**src/rtl/circuit1_bist_ctrl_if.sv**
```systemverilog
// Bus between a BIST host/CUT harness and circuit1_bist_ctrl.
// The slave side is the controller; the master side is the host plus the CUT response.
interface circuit1_bist_ctrl_if;
    logic       start;
    logic       abort;
    logic       cut_z;
    logic       cut_x1;
    logic       cut_x2;
    logic       cut_x3;
    logic       cut_cd_n;
    logic       cut_sd_n;
    logic       busy;
    logic       done;
    logic       pass;
    logic [7:0] signature;

    modport slave (
        input  start, abort, cut_z,
        output cut_x1, cut_x2, cut_x3, cut_cd_n, cut_sd_n,
        output busy, done, pass, signature
    );

    modport master (
        output start, abort, cut_z,
        input  cut_x1, cut_x2, cut_x3, cut_cd_n, cut_sd_n,
        input  busy, done, pass, signature
    );
endinterface

```
**src/rtl/circuit1_bist_ctrl.sv**
```systemverilog
// BIST controller for circuit1: clears the CUT flop, walks PAT_CNT patterns,
// compacts the 1-cycle-late response into an 8-bit MISR and compares it to GOLDEN.
module circuit1_bist_ctrl #(
    parameter int unsigned PAT_CNT = 8,
    parameter logic [7:0]  GOLDEN  = 8'h00
) (
    input  logic                  CP,
    input  logic                  CD,
    circuit1_bist_ctrl_if.slave   bus
);

    localparam logic [2:0] S_IDLE    = 3'd0;
    localparam logic [2:0] S_INIT    = 3'd1;
    localparam logic [2:0] S_APPLY   = 3'd2;
    localparam logic [2:0] S_FLUSH   = 3'd3;
    localparam logic [2:0] S_COMPARE = 3'd4;
    localparam logic [2:0] S_DONE    = 3'd5;

    localparam logic [3:0] LAST_CNT = 4'(PAT_CNT - 1);

    logic [2:0] state;
    logic       init_ph;   // 0: clear pulse to the CUT flop, 1: release
    logic [3:0] cnt;
    logic [7:0] sig;
    logic       pass_q;
    logic       busy;

    function automatic logic [7:0] misr_step(input logic [7:0] s, input logic z);
        return {s[6:0], 1'b0} ^ (s[7] ? 8'h1D : 8'h00) ^ {7'b0, z};
    endfunction

    assign busy = (state == S_INIT) || (state == S_APPLY) ||
                  (state == S_FLUSH) || (state == S_COMPARE);

    // NOTE: all state is updated with non-blocking assignments so every flop
    // samples pre-edge values; the reset is synchronous and checked first.
    always_ff @(posedge CP) begin
        if (CD) begin
            state   <= S_IDLE;
            init_ph <= 1'b0;
            cnt     <= 4'd0;
            sig     <= 8'h00;
            pass_q  <= 1'b0;
        end else if (busy && bus.abort) begin
            state   <= S_IDLE;
            init_ph <= 1'b0;
            cnt     <= 4'd0;
            sig     <= 8'h00;
            pass_q  <= 1'b0;
        end else begin
            case (state)
                S_IDLE, S_DONE: begin
                    if (bus.start) begin
                        state   <= S_INIT;
                        init_ph <= 1'b0;
                        cnt     <= 4'd0;
                        sig     <= 8'h00;
                        pass_q  <= 1'b0;
                    end
                end
                S_INIT: begin
                    if (init_ph) begin
                        init_ph <= 1'b0;
                        state   <= S_APPLY;
                    end else begin
                        init_ph <= 1'b1;
                    end
                end
                S_APPLY: begin
                    cnt <= cnt + 4'd1;
                    // Response to pattern cnt-1 arrives while pattern cnt is applied.
                    if (cnt != 4'd0)
                        sig <= misr_step(sig, bus.cut_z);
                    if (cnt == LAST_CNT)
                        state <= S_FLUSH;
                end
                S_FLUSH: begin
                    sig   <= misr_step(sig, bus.cut_z);
                    state <= S_COMPARE;
                end
                S_COMPARE: begin
                    pass_q <= (sig == GOLDEN);
                    state  <= S_DONE;
                end
                default: begin
                    state <= S_IDLE;
                end
            endcase
        end
    end

    assign {bus.cut_x1, bus.cut_x2, bus.cut_x3} = (state == S_APPLY) ? cnt[2:0] : 3'b000;
    assign bus.cut_cd_n  = !((state == S_INIT) && !init_ph);
    assign bus.cut_sd_n  = 1'b1;
    assign bus.busy      = busy;
    assign bus.done      = (state == S_DONE);
    assign bus.pass      = pass_q;
    assign bus.signature = sig;

endmodule

```
**src/flat_wrapper.sv**
```systemverilog
// flat-port wrapper written by rule: the top's interface ports become plain ports
module circuit1_bist_ctrl_flat 
#(
    parameter int unsigned PAT_CNT = 8,
    parameter logic [7:0]  GOLDEN  = 8'h00
)
  (CP, CD, bus_start, bus_abort, bus_cut_z, bus_cut_x1, bus_cut_x2, bus_cut_x3, bus_cut_cd_n, bus_cut_sd_n, bus_busy, bus_done, bus_pass, bus_signature);
  circuit1_bist_ctrl_if bus_i ();
  input  logic CP;
  input  logic CD;
  input wire logic [$bits(bus_i.start)-1:0] bus_start;
  input wire logic [$bits(bus_i.abort)-1:0] bus_abort;
  input wire logic [$bits(bus_i.cut_z)-1:0] bus_cut_z;
  output wire logic [$bits(bus_i.cut_x1)-1:0] bus_cut_x1;
  output wire logic [$bits(bus_i.cut_x2)-1:0] bus_cut_x2;
  output wire logic [$bits(bus_i.cut_x3)-1:0] bus_cut_x3;
  output wire logic [$bits(bus_i.cut_cd_n)-1:0] bus_cut_cd_n;
  output wire logic [$bits(bus_i.cut_sd_n)-1:0] bus_cut_sd_n;
  output wire logic [$bits(bus_i.busy)-1:0] bus_busy;
  output wire logic [$bits(bus_i.done)-1:0] bus_done;
  output wire logic [$bits(bus_i.pass)-1:0] bus_pass;
  output wire logic [$bits(bus_i.signature)-1:0] bus_signature;
  assign bus_i.start = bus_start;
  assign bus_i.abort = bus_abort;
  assign bus_i.cut_z = bus_cut_z;
  assign bus_cut_x1 = bus_i.cut_x1;
  assign bus_cut_x2 = bus_i.cut_x2;
  assign bus_cut_x3 = bus_i.cut_x3;
  assign bus_cut_cd_n = bus_i.cut_cd_n;
  assign bus_cut_sd_n = bus_i.cut_sd_n;
  assign bus_busy = bus_i.busy;
  assign bus_done = bus_i.done;
  assign bus_pass = bus_i.pass;
  assign bus_signature = bus_i.signature;
  circuit1_bist_ctrl #(.PAT_CNT(PAT_CNT), .GOLDEN(GOLDEN)) u_core (.CP(CP), .CD(CD), .bus(bus_i));
endmodule
```
**config.mk**
```make
export PLATFORM = sky130hd
export DESIGN_NAME = circuit1_bist_ctrl_flat
export DESIGN_NICKNAME = d
export VERILOG_FILES = /design/src/rtl/circuit1_bist_ctrl_if.sv /design/src/rtl/circuit1_bist_ctrl.sv /design/src/flat_wrapper.sv
export SDC_FILE = /design/constraint.sdc
export NUM_CORES = 1
export LEC_CHECK = 0
export CAP_MARGIN = 0
export CORE_MARGIN = 2
export CORE_UTILIZATION = 53
export DETAILED_ROUTE_END_ITERATION = 10
export PLACE_DENSITY_LB_ADDON = 0.12
export SKIP_CTS_REPAIR_TIMING = 1
export SYNTH_ARGS = -nofsm -noshare
export SYNTH_HDL_FRONTEND = slang
export SYNTH_SLANG_ARGS = --single-unit
```
**constraint.sdc**
```tcl
create_clock -name CP -period 3.1 [get_ports CP]
set_input_delay 0.62 -clock CP [delete_from_list [all_inputs] [get_ports CP]]
set_output_delay 0.62 -clock CP [all_outputs]
set_load 0.01 [all_outputs]
```
# Yosys cells after proc, flatten, opt, wreduce, memory -nomap -nowiden
# Index checks and enable logic that the tools add are counted.
# Widths: inputs -> output; s select.
# word_totals
wordCells,54
out_inout_bits,16
ff_bits,17
input_bits,5
# op_classes
n_bitwise,2
muxes,15
n_addsub,1
reduce_logical,21
eq_ne,10
# ops
op,n
$pmux 8 s3,1
$mux 8,2
$pmux 3 s5,1
$mux 3,4
$logic_not 8->1,1
$pmux 4 s2,1
$xor 8x1->8,1
$xor 8x8->8,1
$eq 3x2->1 const B,2
$eq 3x3->1 const B,2
$ne 2x2->1 const B,3
$reduce_and 2->1,3
$reduce_and 3->1,2
$reduce_bool 2->1,3
$mux 5,1
$add 4x1->4 const B,1
$eq 4x3->1 const B,1
$mux 4,1
$pmux 1 s2,2
$reduce_bool 4->1,1
$reduce_or 2->1,2
$eq 3x1->1 const B,1
$logic_not 3->1,1
$logic_or 1x1->1,3
other kinds (5),8

# Depth between registers and ports, before layout
# depth
word_depth,6
depth_mapped,6
ltp_nobuf,6

# Worst setup path before layout
# Ideal clock, no wire load.
# synth_path
path_kind,register -> output
from,register u_core.state[1]
to,output port bus_cut_cd_n
path_slack_ps,1263
t_required_ps,2480
arrival_ps,1217
path_stages_with_launch,4
path_cell_list,dfxtp_1 -> buf_6 -> buf_2 -> or4b_2
# synth_between
elab_chain_cells,3
# synth_lines
item,line_no,source
"start, declared",circuit1_bist_ctrl.sv:21,logic [2:0] state;
"start signal, assigned",circuit1_bist_ctrl.sv:39,state <= S_IDLE;
"start signal, assigned",circuit1_bist_ctrl.sv:45,state <= S_IDLE;
"start signal, assigned",circuit1_bist_ctrl.sv:54,state <= S_INIT;
$eq 3x1->1,circuit1_bist_ctrl.sv:93,assign bus.cut_cd_n = !((state == S_INIT) && !init_ph);
$logic_and 1x1->1,circuit1_bist_ctrl.sv:93,
$logic_not 1->1,circuit1_bist_ctrl.sv:93,
"end, declared",flat_wrapper.sv:17,output wire logic [$bits(bus_i.cut_cd_n)-1:0] bus_cut_cd_n;
# Every way passes these cells.

# Final worst setup path
# layout_path
from,register u_core.state[1]
to,output port bus_cut_x3
# layout_between
elab_chain_cells,2
# layout_lines
item,line_no,source
$eq 3x2->1,circuit1_bist_ctrl.sv:92,"assign {bus.cut_x1, bus.cut_x2, bus.cut_x3} = (state == S_APPLY) ? cnt[2:0] : 3'b000;"
$mux 3,circuit1_bist_ctrl.sv:92,
"end, declared",flat_wrapper.sv:16,output wire logic [$bits(bus_i.cut_x3)-1:0] bus_cut_x3;
# Every way passes these cells.

==> metrics.yaml <==
syn-cell-area_sq_um: 1010
fin_cells: 162
clockRootBuffer: "clkbuf_4"
setup-violations-final: 0
synth_edf_count: 0
period_share: 0.865
clock_latency_ns: 0.29
synthAdderAreaFrac: 0.0248
drive_above_1_share: 0.0876
ys_seq_area_frac: 0.338
synth_compound_area_frac: 0.152
whs_endpoint: "u_core.bus.pass$_SDFFE_PP0P_"
holdPathStages: 2
synth_fp_nets: 128
design.core.area_sq_um: 1760
max-slew-margin-rel: 0.457
dp.cells: 158
finalWirelength_microns: 2000
clk_pin_slew_ns: 0.10
nNetsFinal: 145
h-tree-depth: 1
max_cap_violations: 0
synth_cell_type_count: 41
crit_type: "reg2out"
clock-sinks: 17
antenna_found_initial: 0
drt_iter0_drc: 15
critPathArrivalTime_ns: 2.06
clockBufferDepth: 2
grt_pass1_vias: 744
die_area_sq_um: 2270
synth_area_per_cell_sq_um: 8.32
crit_family: "flip-flops"
worstHoldPathType: "reg2reg"
outcome: "complete, no violations"
via_per_inst: 5.44
vias: 881
async_flop_share: 0
first_pass_iters: 5
critPathMaxFanout: 19
filler_cell_count: 162
finalSetupTns_ns: 0
overflow: 0
reg2reg_slack_ns: 1.28
ys_ff_latch: 17
yosys.area_share.simple: 0.283
die_x_microns: 47.6
rsz0062_at_grt: "false"
core.rowCount: 15
post_drt_wl_per_cell_microns: 12.3
tightest_slew_ns: 0.809
yosys_warnings: 0
finalClockSkew_ns: 0.00202
synthMuxAreaShare: 0.0894
place_congestion: 0.783
fp.dieH_microns: 47.6
io_buffers: 19
slew_violations: 0
initial_core_util: 0.571
cts_tree: "yes"
power.leakage_nw: 0.459
fmax_mhz: 373
required_ns: 2.48
r2r_start: "u_core.state[1]$_SDFFE_PP0P_"
synth-xor-area-share: 0.0435
synth_top_family_by_area: "simple AND/OR/NAND/NOR gates"
slowest_delay_ns: 0.65
power_density_nw_per_um2: 352
r2r_cells: 4
ys.flop_type: "dfxtp_1"
min_from: "u_core.bus.pass$_SDFFE_PP0P_"
post-route-drc-count: 0
path_buf_inv: 1
timing.rr.end: "u_core.bus.signature[0]$_SDFFE_PP0P_"
end_kind: "output pin"
cp-start-kind: "register"
track_usage: 0.201
ant_nets: 0
syn_inst: 121
post-route-min-period_ns: 2.68
antenna_cells: 0
cts_buffers: 3
ir_drop_mv: 0.224
slowest_stage: "dfxtp_1"
finalHoldViolations: 0
grt_pass1_wl_microns: 3220
dp_hpwl_microns: 1390
ios: 21
area_growth_pct: 19.9
cp_cell_sequence: "or3b_1 > nor2_1 > clkdlybuf4s50_1"
grt_max_degree: 20
==> power breakdown <==
part | switching, mW | internal, mW | leakage [nW]
Combinational | 0.0401 | 0.0364 | 0.307
Sequential | 0.00406 | 0.222 | 0.137
Clock | 0.0729 | 0.0501 | 0.0150
Total | 0.117 | 0.308 | 0.459
==> cell usage after synthesis, drive strengths merged, types with 2 or more instances <==
cell type | n | area (sq um)
and2 | 3 | 21.3
buf | 8 | 55.1
a211oi | 2 | 20.0
mux2i | 9 | 90.1
nand2b | 4 | 25.0
ha | 2 | 25.0
or3 | 2 | 17.5
nand2 | 17 | 63.8
a21oi | 8 | 40.0
nor3 | 3 | 20.0
xor2 | 5 | 43.8
o21ai | 3 | 18.8
nand3 | 3 | 15.0
inv | 3 | 11.3
nor4 | 2 | 12.5
dfxtp | 17 | 340
nor2 | 13 | 48.8
a31oi | 3 | 25.0
==> flip-flops by register name, summed over array words and instances (netlist names) <==
name and count:
u_core.cnt 4, u_core.init_ph 1, u_core.bus.signature 8, u_core.state 3
u_core.bus.pass 1
==> worst max-delay path by stage <==
stage	startpoint	end	slack, ns	depth (start not counted)
floorplan	u_core.state[1]$_SDFFE_PP0P_	bus_cut_cd_n	1.26	3
global placement	u_core.state[1]$_SDFFE_PP0P_	bus_cut_x2	0.79	3
detailed placement	u_core.state[1]$_SDFFE_PP0P_	bus_cut_x3	0.75	3
CTS	u_core.state[1]$_SDFFE_PP0P_	bus_cut_x3	0.41	3
global route	u_core.state[1]$_SDFFE_PP0P_	bus_cut_x3	0.28	3
finish	u_core.state[1]$_SDFFE_PP0P_	bus_cut_x3	0.42	3
==> worst reg2reg max path: cells and delay by family, from the launching register on <==
| family | cells | cell delay [ns] |
|---|---|---|
| muxes | 1 | 0.26 |
| DFF | 1 | 0.65 |
| AOI/OAI and AO/OA | 1 | 0.48 |
| and+or+nand+nor | 2 | 0.37 |
==> layout make-up <==
class	instances	area [sq um]	share of cell area
Timing Repair Buffer	20	198	0.164
Inverter	3	11.3	0.00933
Sequential cell	17	340	0.282
Multi-Input combinational cell	93	601	0.497
Clock buffer	4	26.3	0.0218
Tap cell	25	31.3	0.0259
==> through the flow <==
| stage | hold WS [ns] | util | cell area (sq um) | worst slack (ns) | total power, mW |
|---|---|---|---|---|---|
| after detailed placement | 0.474 | 0.670 | 1180 | 0.746 | 0.308 |
| after global routing | 0.503 | 0.684 | 1210 | 0.280 | 0.445 |
| after CTS | 0.490 | 0.684 | 1210 | 0.413 | 0.429 |
| final | 0.485 | 0.684 | 1210 | 0.418 | 0.426 |
| after floorplan | 0.467 | - | 1010 | 1.26 | 0.288 |
| after global placement | 0.473 | 0.670 | 1180 | 0.789 | 0.306 |
==> layout by cell type (no fill, tap or decap), drive strengths merged, types with 2 or more instances in the layout <==
cell type / count
a211oi: 2
a21oi: 8
a31oi: 3
and2: 3
clkbuf: 4
clkdlybuf4s50: 19
dfxtp: 17
ha: 2
inv: 3
mux2i: 9
nand2: 17
nand2b: 4
nand3: 3
nor2: 13
nor3: 3
nor4: 2
o21ai: 3
or3: 2
xor2: 5
==> cells by family after synthesis <==
| group | Yosys count |
|---|---|
| AND/OR/NAND/NOR | 54 |
| AO/OA/AOI/OAI | 22 |
| flip-flops | 17 |
| buffers and inverters | 11 |
| multiplexers | 9 |
| XOR/XNOR | 5 |
| adder cells (fa/ha/maj) | 2 |
| other | 1 |
==> routing by layer <==
| metal | track usage | vias to the layer above | part of all wire |
|---|---|---|---|
| met5 | 0 | - | 0 |
| met4 | 0.0811 | 0 | 0.0070 |
| met3 | 0.0340 | 4 | 0.044 |
| met2 | 0.308 | 23 | 0.45 |
| met1 | 0.281 | 401 | 0.49 |
| li1 | - | 453 | - |
Note: power is estimated with default switching activity, not from simulation.
